File: src/rtl/dt_pkg.sv
// Shared definitions for the distance-transform post-processing blocks:
// image geometry, memory depths and the skeleton-scan state/offset encodings.
package dt_pkg;

    localparam int IMG_W     = 128;
    localparam int DATA_W    = 8;
    localparam int WORD_W    = 16;
    localparam int RES_DEPTH = IMG_W * IMG_W;
    localparam int STI_DEPTH = RES_DEPTH / WORD_W;

    typedef enum logic [2:0] {
        IDLE  = 3'd0,
        READ  = 3'd1,
        ACC   = 3'd2,
        WRITE = 3'd3,
        DONE  = 3'd4
    } state_t;

    // Neighbour fetch order within one pixel's READ phase
    typedef enum logic [2:0] {
        NBR_C = 3'd0,
        NBR_W = 3'd1,
        NBR_E = 3'd2,
        NBR_N = 3'd3,
        NBR_S = 3'd4
    } nbr_t;

endpackage

File: src/rtl/dt_nbr_addr.sv
// Maps a pixel pointer and neighbour offset to a result-RAM address; neighbours
// outside the image fall back to the centre address with inImg low.
module dt_nbr_addr
    import dt_pkg::*;
#(
    parameter int IMG_W = dt_pkg::IMG_W,
    localparam int CW = $clog2(IMG_W),
    localparam int AW = 2 * CW
)(
    input  logic [AW-1:0] ptr,
    input  nbr_t          off,
    output logic [AW-1:0] addr,
    output logic          inImg
);

    logic [CW-1:0] row_s;
    logic [CW-1:0] col_s;

    assign row_s = ptr[AW-1:CW];
    assign col_s = ptr[CW-1:0];

    // Neighbour address selection with image-border clamping
    always_comb begin
        addr  = ptr;
        inImg = 1'b1;
        case (off)
            NBR_C: begin
                addr  = ptr;
                inImg = 1'b1;
            end
            NBR_W: begin
                if (col_s != CW'(0)) begin
                    addr = {row_s, col_s - CW'(1)};
                end else begin
                    inImg = 1'b0;
                end
            end
            NBR_E: begin
                if (col_s != CW'(IMG_W - 1)) begin
                    addr = {row_s, col_s + CW'(1)};
                end else begin
                    inImg = 1'b0;
                end
            end
            NBR_N: begin
                if (row_s != CW'(0)) begin
                    addr = {row_s - CW'(1), col_s};
                end else begin
                    inImg = 1'b0;
                end
            end
            NBR_S: begin
                if (row_s != CW'(IMG_W - 1)) begin
                    addr = {row_s + CW'(1), col_s};
                end else begin
                    inImg = 1'b0;
                end
            end
            default: begin
                addr  = ptr;
                inImg = 1'b0;
            end
        endcase
    end

endmodule

File: src/rtl/dt_skeleton_extract.sv
// Scans the distance map after the DT engine finishes, marks medial-axis pixels
// into packed skeleton words and tracks the maximum distance and skeleton count.
module dt_skeleton_extract
    import dt_pkg::*;
#(
    parameter int IMG_W  = dt_pkg::IMG_W,
    parameter int DATA_W = dt_pkg::DATA_W,
    parameter int WORD_W = dt_pkg::WORD_W,
    localparam int CW = $clog2(IMG_W),
    localparam int AW = 2 * CW,
    localparam int GW = $clog2(WORD_W),
    localparam int SW = AW - GW,
    localparam int NW = AW + 1
)(
    input  logic              clk,
    input  logic              reset,
    input  logic              start,
    output logic              busy,
    output logic              done,
    output logic              res_rd,
    output logic [AW-1:0]     res_addr,
    input  logic [DATA_W-1:0] res_di,
    output logic              skel_wr,
    output logic [SW-1:0]     skel_addr,
    output logic [WORD_W-1:0] skel_do,
    output logic [DATA_W-1:0] max_dist,
    output logic [NW-1:0]     skel_count
);

    state_t              state_r, nextState_s;
    nbr_t                off_r, nextOff_s;
    logic [AW-1:0]       ptr_r, nextPtr_s;
    logic                clearStats_s;
    logic [DATA_W-1:0]   valC_r, valW_r, valE_r, valN_r, valS_r;
    logic [DATA_W-1:0]   capVal_s;
    logic [WORD_W-1:0]   shift_r;
    logic                skelBit_s;
    logic                groupEnd_s;
    logic                lastPix_s;
    logic [AW-1:0]       nbrAddr_s;
    logic                nbrIn_s;

    logic                busy_r, done_r, resRd_r, skelWr_r;
    logic [AW-1:0]       resAddr_r;
    logic [SW-1:0]       skelAddr_r;
    logic [WORD_W-1:0]   skelDo_r;
    logic [DATA_W-1:0]   maxDist_r;
    logic [NW-1:0]       skelCount_r;

    assign busy       = busy_r;
    assign done       = done_r;
    assign res_rd     = resRd_r;
    assign res_addr   = resAddr_r;
    assign skel_wr    = skelWr_r;
    assign skel_addr  = skelAddr_r;
    assign skel_do    = skelDo_r;
    assign max_dist   = maxDist_r;
    assign skel_count = skelCount_r;

    assign skelBit_s  = (valC_r != DATA_W'(0)) && (valC_r >= valW_r) && (valC_r >= valE_r)
                        && (valC_r >= valN_r) && (valC_r >= valS_r);
    assign groupEnd_s = &ptr_r[GW-1:0];
    assign lastPix_s  = &ptr_r;
    // Out-of-image neighbours were not strobed, so their value reads as zero
    assign capVal_s   = resRd_r ? res_di : DATA_W'(0);

    // Address generator runs one cycle ahead so the RAM outputs are registered
    dt_nbr_addr #(.IMG_W(IMG_W)) uNbrAddr (
        .ptr   (nextPtr_s),
        .off   (nextOff_s),
        .addr  (nbrAddr_s),
        .inImg (nbrIn_s)
    );

    // Next-state, next-offset and next-pointer logic
    always_comb begin
        nextState_s  = state_r;
        nextOff_s    = off_r;
        nextPtr_s    = ptr_r;
        clearStats_s = 1'b0;
        case (state_r)
            IDLE, DONE: begin
                if (start) begin
                    nextState_s  = READ;
                    nextOff_s    = NBR_C;
                    nextPtr_s    = AW'(0);
                    clearStats_s = 1'b1;
                end else begin
                    nextState_s = state_r;
                end
            end
            READ: begin
                if (off_r == NBR_S) begin
                    nextState_s = ACC;
                    nextOff_s   = NBR_C;
                end else begin
                    nextOff_s = nbr_t'(off_r + 3'd1);
                end
            end
            ACC: begin
                if (groupEnd_s) begin
                    nextState_s = WRITE;
                end else begin
                    nextState_s = READ;
                    nextPtr_s   = ptr_r + AW'(1);
                end
            end
            WRITE: begin
                if (lastPix_s) begin
                    nextState_s = DONE;
                end else begin
                    nextState_s = READ;
                    nextPtr_s   = ptr_r + AW'(1);
                end
            end
            default: begin
                nextState_s = IDLE;
            end
        endcase
    end

    // FSM state, offset and pixel pointer registers
    always_ff @(posedge clk or negedge reset) begin
        if (!reset) begin
            state_r <= IDLE;
            off_r   <= NBR_C;
            ptr_r   <= AW'(0);
        end else begin
            state_r <= nextState_s;
            off_r   <= nextOff_s;
            ptr_r   <= nextPtr_s;
        end
    end

    // Latch the neighbour value fetched in each READ cycle
    always_ff @(posedge clk or negedge reset) begin
        if (!reset) begin
            valC_r <= DATA_W'(0);
            valW_r <= DATA_W'(0);
            valE_r <= DATA_W'(0);
            valN_r <= DATA_W'(0);
            valS_r <= DATA_W'(0);
        end else if (state_r == READ) begin
            case (off_r)
                NBR_C:   valC_r <= capVal_s;
                NBR_W:   valW_r <= capVal_s;
                NBR_E:   valE_r <= capVal_s;
                NBR_N:   valN_r <= capVal_s;
                NBR_S:   valS_r <= capVal_s;
                default: valC_r <= valC_r;
            endcase
        end
    end

    // Skeleton shift register and running statistics
    always_ff @(posedge clk or negedge reset) begin
        if (!reset) begin
            shift_r     <= WORD_W'(0);
            maxDist_r   <= DATA_W'(0);
            skelCount_r <= NW'(0);
        end else if (clearStats_s) begin
            shift_r     <= WORD_W'(0);
            maxDist_r   <= DATA_W'(0);
            skelCount_r <= NW'(0);
        end else if (state_r == ACC) begin
            shift_r     <= {shift_r[WORD_W-2:0], skelBit_s};
            skelCount_r <= skelCount_r + NW'(skelBit_s);
            if (valC_r > maxDist_r) begin
                maxDist_r <= valC_r;
            end
        end
    end

    // Registered status, RAM-read and RAM-write outputs
    always_ff @(posedge clk or negedge reset) begin
        if (!reset) begin
            busy_r     <= 1'b0;
            done_r     <= 1'b0;
            resRd_r    <= 1'b0;
            resAddr_r  <= AW'(0);
            skelWr_r   <= 1'b0;
            skelAddr_r <= SW'(0);
            skelDo_r   <= WORD_W'(0);
        end else begin
            busy_r   <= (nextState_s == READ) || (nextState_s == ACC) || (nextState_s == WRITE);
            done_r   <= (state_r == DONE) && (nextState_s == DONE);
            resRd_r  <= (nextState_s == READ) && nbrIn_s;
            skelWr_r <= (nextState_s == WRITE);
            if (nextState_s == READ) begin
                resAddr_r <= nbrAddr_s;
            end
            // The word leaving ACC must already contain the group's last bit
            if ((state_r == ACC) && (nextState_s == WRITE)) begin
                skelDo_r   <= {shift_r[WORD_W-2:0], skelBit_s};
                skelAddr_r <= ptr_r[AW-1:GW];
            end
        end
    end

endmodule
File: config.mk
export PLATFORM = sky130hd
export DESIGN_NAME = dt_skeleton_extract
export DESIGN_NICKNAME = d
export VERILOG_FILES = /design/src/rtl/dt_pkg.sv /design/src/rtl/dt_nbr_addr.sv /design/src/rtl/dt_skeleton_extract.sv
export SDC_FILE = /design/constraint.sdc
export NUM_CORES = 1
export LEC_CHECK = 0
export CELL_PAD_IN_SITES_DETAIL_PLACEMENT = 1
export CELL_PAD_IN_SITES_GLOBAL_PLACEMENT = 1
export CORE_ASPECT_RATIO = 0.5
export CORE_MARGIN = 2
export CORE_UTILIZATION = 44
export DETAILED_ROUTE_END_ITERATION = 8
export PLACE_DENSITY_LB_ADDON = 0.1
export SETUP_SLACK_MARGIN = 0.02
export SYNTH_ARGS = -nofsm -noshare
export SYNTH_HDL_FRONTEND = slang
export SYNTH_SLANG_ARGS = --single-unit
File: constraint.sdc
create_clock -name clk -period 3.7 [get_ports clk]
set_input_delay 0.74 -clock clk [delete_from_list [all_inputs] [get_ports clk]]
set_output_delay 0.74 -clock clk [all_outputs]
set_load 0.005 [all_outputs]
* Word-level counts from Yosys, hierarchy flattened
Index checks and enable logic that the tools add are counted.
** Operators by class
- $add $sub $neg :: 7
- Magnitude comparators :: 5
- Equality and inequality tests :: 18
- Muxes and demuxes :: 32
- Reductions and logical operators :: 26
** Operator list (number)
- 2-to-1 mux 14 bit :: 5
- 2-to-1 mux 15 bit :: 4
- case mux 14 bit (4 select lines) :: 1
- case mux 14 bit (3 select lines) :: 1
- greater-or-equal comparator 8 bit :: 4
- 2-to-1 mux 8 bit :: 4
- equality test 3 x 2 -> 1 bit (second input constant) :: 8
- adder 15 x 1 -> 15 bit :: 1
- 2-to-1 mux 3 bit :: 5
- adder 14 x 1 -> 14 bit (second input constant) :: 1
- adder 7 x 1 -> 7 bit (second input constant) :: 2
- 2-to-1 mux 7 bit :: 2
- != test 7 bit (second input constant) :: 2
- AND reduction 14 bit :: 1
- nonzero test 7 bit :: 2
- subtractor 7 x 1 -> 7 bit (second input constant) :: 2
- equality test 3 x 1 -> 1 bit (second input constant) :: 4
- equality test 3 bit (second input constant) :: 4
- case mux 3 bit (4 select lines) :: 1
- AND reduction 2 bit :: 6
- logical NOT 3 bit :: 3
- greater-than comparator 8 bit :: 1
- nonzero test 8 bit :: 1
- logical AND 1 bit :: 7
- other kinds (9) :: 16
** Storage, ports and cells
- Register bits after elaboration :: 142
- Bits of input ports :: 11
- Output and inout bits :: 67

* Logic depth before layout (Yosys ltp)
- Depth after elaboration :: 8
- Depth in mapped cells :: 17
- Depth with buffers taken out :: 17

* By module
A second synthesis with hierarchy kept.
** Unflattened totals
- Cells, all modules :: 761
- Area, all modules :: 7693.6 µm²
** By module, submodules not included
- dt_skeleton_extract :: times used 1, cells an instance 633, area each 6805.3 µm², sequential area each 3553.4 µm²
- dt_nbr_addr :: times used 1, cells an instance 128, area each 888.4 µm², sequential area each 0.0 µm²

* Worst setup path after synthesis
No wires, ideal clock.
- Path type :: reg2reg
- From :: reg ptr_r[0]
- To :: reg resAddr_r[0], in the netlist res_addr[0]
- Setup time :: 0.137 ns
- Arrival time :: 3.052 ns
- Required time :: 3.563 ns
- Path slack :: 0.510 ns
- Stages on the path, launching flop included :: 11
- Buffers on the path :: 0
- Clock period less this slack :: 3.190 ns
- Path through :: dfrtp_1 -> ha_1 -> nand3_2 -> nor4_4 -> nor2_2 -> a22oi_1 -> ha_1 -> nor3b_1 -> a41oi_1 -> a2111oi_0 -> nor3_1
** Between the ends
- Word-level cells in the longest chain between the ends :: 6
** Ends and longest elaborated chain
- start, declared :: RTL line dt_skeleton_extract.sv:32 : logic [AW-1:0] ptr_r, nextPtr_s;
- start signal, assigned :: RTL line dt_skeleton_extract.sv:131 : ptr_r <= nextPtr_s;
- adder 14 x 1 -> 14 bit (tied with other cells) :: RTL line dt_skeleton_extract.sv:105, dt_skeleton_extract.sv:113
- 2-to-1 mux 14 bit (on tied branches) :: RTL line dt_skeleton_extract.sv:109, dt_skeleton_extract.sv:101
- case mux 14 bit (3 select lines) :: RTL line dt_skeleton_extract.sv:81 : case (state_r)
- adder 7 x 1 -> 7 bit (tied with other cells) :: RTL line dt_nbr_addr.sv:40 : addr = {row_s, col_s + CW'(1)};
- 2-to-1 mux 7 bit (on tied branches) :: RTL line dt_nbr_addr.sv:39, dt_nbr_addr.sv:32
- case mux 14 bit (4 select lines) :: RTL line dt_nbr_addr.sv:26 : case (off)
- end signal, assigned :: RTL line dt_skeleton_extract.sv:190 : resAddr_r <= nbrAddr_s;
- end, declared :: RTL line dt_skeleton_extract.sv:44 : logic [AW-1:0] resAddr_r;
Parallel ways exist; a longest one is shown, timed or not.
A chain may end at the register's enable or synchronous reset.

* Worst setup path in the final report
- From :: reg valC_r[0]
- To :: reg skelCount_r[8], in the netlist skel_count[8]
** Between the ends
- Word-level cells in the longest chain between the ends :: 8
** Ends and longest elaborated chain
- start, declared :: RTL line dt_skeleton_extract.sv:34 : logic [DATA_W-1:0] valC_r, valW_r, valE_r, valN_r, valS_r;
- start signal, assigned :: RTL line dt_skeleton_extract.sv:145 : NBR_C: valC_r <= capVal_s;
- start signal, assigned :: RTL line dt_skeleton_extract.sv:150 : default: valC_r <= valC_r;
- greater-or-equal comparator 8 bit / nonzero test 8 bit (equally long branches) :: RTL line dt_skeleton_extract.sv:60 : assign skelBit_s = (valC_r != DATA_W'(0)) && (valC_r >= valW_r) && (valC_r >= valE_r)
- logical AND 1 bit (2 in series) :: RTL line dt_skeleton_extract.sv:60
- logical AND 1 bit :: RTL line dt_skeleton_extract.sv:61 : && (valC_r >= valN_r) && (valC_r >= valS_r);
- logical AND 1 bit (*) :: RTL line dt_skeleton_extract.sv:61
- net skelBit_s :: RTL line dt_skeleton_extract.sv:37 : logic skelBit_s;
- adder 15 x 1 -> 15 bit (*) :: RTL line dt_skeleton_extract.sv:167 : skelCount_r <= skelCount_r + NW'(skelBit_s);
- 2-to-1 mux 15 bit (*) :: RTL line dt_skeleton_extract.sv:165 : end else if (state_r == ACC) begin
- 2-to-1 mux 15 bit (*) :: RTL line dt_skeleton_extract.sv:161 : end else if (clearStats_s) begin
- end signal, assigned :: RTL line dt_skeleton_extract.sv:167
- end, declared :: RTL line dt_skeleton_extract.sv:48 : logic [NW-1:0] skelCount_r;
The timed path passes the listed nets; every way through them passes the cells marked *. The select of a mux whose other input is x is not followed.

==> flow_results.org <==
** Global routing
- The first global-routing pass estimated between 30000 and 40000 µm of wire.
- The via count of the first global-routing pass was 7179.
- Global routing usage summed across all routing layers :: 25.0%
- Initial antenna violation count :: 0
- Grt ovf :: 0
- Maximum number of pins on one net before global-route repair :: 67

** Cells and area
- Leaving out fill and tap cells, the most frequent cells in the layout are sky130_fd_sc_hd__nand2_1 (163), sky130_fd_sc_hd__dfrtp_1 (142), sky130_fd_sc_hd__clkdlybuf4s50_1 (76).
- Non-filler instance count after layout :: approximately 1200
- Layout cells sized above 1 :: 10.9%
- Summing all multi-input logic gate instances after layout gives approximately 3800 µm².
- Layout Nets :: roughly 1000
- Commonest non-fill, non-tap cell in the layout :: sky130_fd_sc_hd__nand2_1
- Antenna Diode Count :: 0
- FF+latch area :: 3550 µm²
- From synthesis to final layout, the design area changed by 24.3%.
- Counting the fill cells in the layout gives 1998.

** Routing
- Using the TritonRoute via totals, the vias-per-cell ratio works out to around 5.7.
- In this run, the number of DRC markers left after iteration 0 of detailed routing was ~370.
- Average routed wire per standard cell :: 18.7 µm
- Detailed routing inserted a total of 6728 vias.
- DRC violations left :: 0
- The routed design has 22100 µm of wire.
- TritonRoute pass-1 iters :: 4
- Remaining number of nets flagged by the antenna check after routing :: 0

** Place
- Port Buffers :: 77
- At the end of routability-driven placement, the weighted congestion stood at 0.892.
- Once detailed placement completed, the half-perimeter wirelength came to 15700 µm.
- Placed cells :: 1154

** Critical path
- The worst setup path is launched from a flip-flop.
- STA puts the critical path data required time at 4.01 ns.
- Crit. End Element :: flip-flop
- Crit Path Class :: flip-flop to flip-flop
- At the worst endpoint, the arrival time is around 3.8 ns.
- Worst-path fanout max :: 5

** Timing
- The count of final hold-check violations came to 0.
- Setup repair after global routing could not meet its margin everywhere.
- On the final layout, the worst clock skew is a little over 0.008 ns.
- Setup violations remaining at the end of the flow were counted as 0.
- Post-route minimum period :: 3.51 ns
- Static timing analysis puts the maximum clock frequency at 0.285 GHz.
- Max-slew violation count :: 0
- Adding up every negative setup slack in the final design gives 0 ns.
- For the pin with the worst max-slew slack, the measured transition is approximately 0.69 ns.
- In this run the tightest slew margin relative to its limit is about 54%.
- Dividing the final minimum period by the clock period gives 94.8%.

** Logic synthesis
- For this run, the leading register cell type out of synthesis is sky130_fd_sc_hd__dfrtp_1.
- Synthesis instantiated 75 different standard cells from the library.
- Warnings, synthesis :: 0
- Synthesis produced 834 cells.
- Of the synthesized area, sequential elements account for 46.1%.
- Counting flops with an async set or reset pin after synthesis yields a share of 100%.
- Synthesis-stage register bit count :: 142
- Summed instance area of the synthesized netlist :: 7710 µm²
- Mean Syn Cell Area :: 9.25 µm²
- Net count of the mapped netlist :: 897
- Counting flops with a built-in enable in the synthesized netlist gives 0.

** Power and ir drop
- Leakage power total :: 4.54 nW
- Pwr dens :: 376 nW/µm²
- The worst-case IR drop observed on VDD is 0.000364 V.

** Clock tree
- Clock tree from TritonCTS :: done
- No sink is reached through more buffers than the 2 on the longest clock path.
- After clock tree synthesis, the setup repair step added 0 buffers.
- TritonCTS created 17 clock buffers.
- The tree is rooted in a sky130_fd_sc_hd__clkbuf_16.
- After clock tree synthesis, the flow added hold-fix buffers numbering 0.
- Clk Latency, worst-skew pair :: between 0.4 and 0.5 ns
- Number of cells upsized or downsized after cts :: 0
- After clock tree synthesis, the clock-pin slew on the worst setup and hold paths is about 0.060 ns.
- The H-tree was split into 4 levels.
- Number of sinks driven by the clock tree :: ~140

** Floorplanning
- The floorplan step set the die height to about 98 µm.
- The die covers 18700 µm².
- In this run the core area contains 34 standard-cell rows.
- The die is 191 µm wide.
- Placeable core area :: 17300 µm²
- Initial cell density of the core :: between 40 and 50%
- Boundary Pins :: 78

** Hold path
- Type of the most critical hold path :: input pin to asynchronous set/reset pin

** Job
- Max Cap Viol :: 0

** Outcome
- The flow ran to the end, and the final reports show no timing, DRC or antenna violations.
## cell type report
cell class	instances	share of cell area [%]
clock buffer	20	4.76
clock inverter	11	1.14
inverter	56	2.19
multi-input combinational	599	40.0
sequential	142	37.1
tap	234	3.05
timing repair buffer	123	11.8
## per-stage QoR
stage / setup slack (ns) / total power [mW] / instance area (µm²) / util, % / hold WS (ns)
after floorplan: 0.510 / 1.79 / 7710 / - / 0.440
after global placement: 0.0916 / 1.93 / 8990 / 52.1 / 0.459
after detailed placement: -0.0202 / 1.94 / 8990 / 52.1 / 0.469
after CTS: 0.0623 / 3.64 / 9560 / 55.4 / 0.329
after global routing: -0.000624 / 3.76 / 9590 / 55.5 / 0.347
final: 0.193 / 3.61 / 9590 / 55.5 / 0.297
## cells by family after synthesis
family / count (synthesis) / share of synthesized area [%]
AOI/OAI and AO/OA: 203 / 18.4
xor gates and xnor gates: 13 / 1.48
adders and majority gates: 52 / 8.43
buffers and inverters: 93 / 4.70
DFF: 142 / 46.1
muxes: 9 / 1.17
and+or+nand+nor: 322 / 19.8
## power breakdown
part | internal [mW] | switching, mW
Sequential | 1.60 | 0.0507
Combinational | 0.133 | 0.140
Clock | 0.963 | 0.720
Total | 2.70 | 0.911
## layer usage
layer / up-vias / GRT usage [%] / wire length, µm
met3: 24 / 4.44 / 679
met1: 3450 / 33.5 / 10500
li1: 3156 / - / -
met2: 98 / 41.9 / 10800
met5: - / 0 / 0
met4: 0 / 6.33 / 249
## worst paths after layout
check	start	endpoint	slack, ns	depth (start not counted)
max	valC_r[0]	skel_count[8]	0.19	17
min	reset	ptr_r[13]	0.30	1
max reg2reg	valC_r[0]	skel_count[8]	0.19	17
min reg2reg	skel_do[8]	skel_do[8]	0.48	2
max in group asynchronous	reset	res_rd	2.62	2
min in group clk	skel_do[8]	skel_do[8]	0.48	2
## Yosys cell counts (12+ instances only)
master	count	area (µm²)
sky130_fd_sc_hd__a21o_1	17	128
sky130_fd_sc_hd__a21oi_1	29	145
sky130_fd_sc_hd__a22o_1	16	140
sky130_fd_sc_hd__and3_1	12	75.1
sky130_fd_sc_hd__clkbuf_1	24	90.1
sky130_fd_sc_hd__dfrtp_1	142	3550
sky130_fd_sc_hd__ha_1	52	651
sky130_fd_sc_hd__inv_1	51	191
sky130_fd_sc_hd__nand2_1	163	612
sky130_fd_sc_hd__nand3_1	20	100
sky130_fd_sc_hd__nor2_1	48	180
sky130_fd_sc_hd__nor3_1	18	90.1
sky130_fd_sc_hd__o21ai_0	60	300
## flip-flops by register name, indices dropped and copies added, names as in the netlist, 3 cells and up
| name | cells |
|---|---|
| skel_do | 16 |
| shift_r | 15 |
| skel_count | 15 |
| ptr_r | 14 |
| res_addr | 14 |
| skel_addr | 10 |
| max_dist | 8 |
| valC_r | 8 |
| valE_r | 8 |
| valN_r | 8 |
| valS_r | 8 |
| valW_r | 8 |
| off_r | 3 |
| state_r | 3 |
## worst max-delay path: stages (launching register included)
cell	delay [ns]
sky130_fd_sc_hd__dfrtp_1	0.42
sky130_fd_sc_hd__inv_1	0.19
sky130_fd_sc_hd__ha_1	0.26
sky130_fd_sc_hd__nand2b_1	0.14
sky130_fd_sc_hd__a21o_1	0.18
sky130_fd_sc_hd__a21o_1	0.18
sky130_fd_sc_hd__a21o_1	0.18
sky130_fd_sc_hd__a21o_1	0.20
sky130_fd_sc_hd__a2111oi_2	0.39
sky130_fd_sc_hd__a211o_1	0.20
sky130_fd_sc_hd__nor2_1	0.06
sky130_fd_sc_hd__ha_1	0.22
sky130_fd_sc_hd__ha_1	0.20
sky130_fd_sc_hd__nand2_1	0.12
sky130_fd_sc_hd__nor2_1	0.09
sky130_fd_sc_hd__nand2_1	0.09
sky130_fd_sc_hd__xor2_1	0.19
sky130_fd_sc_hd__nor2_1	0.07
Note: power is estimated with default switching activity, not from simulation.
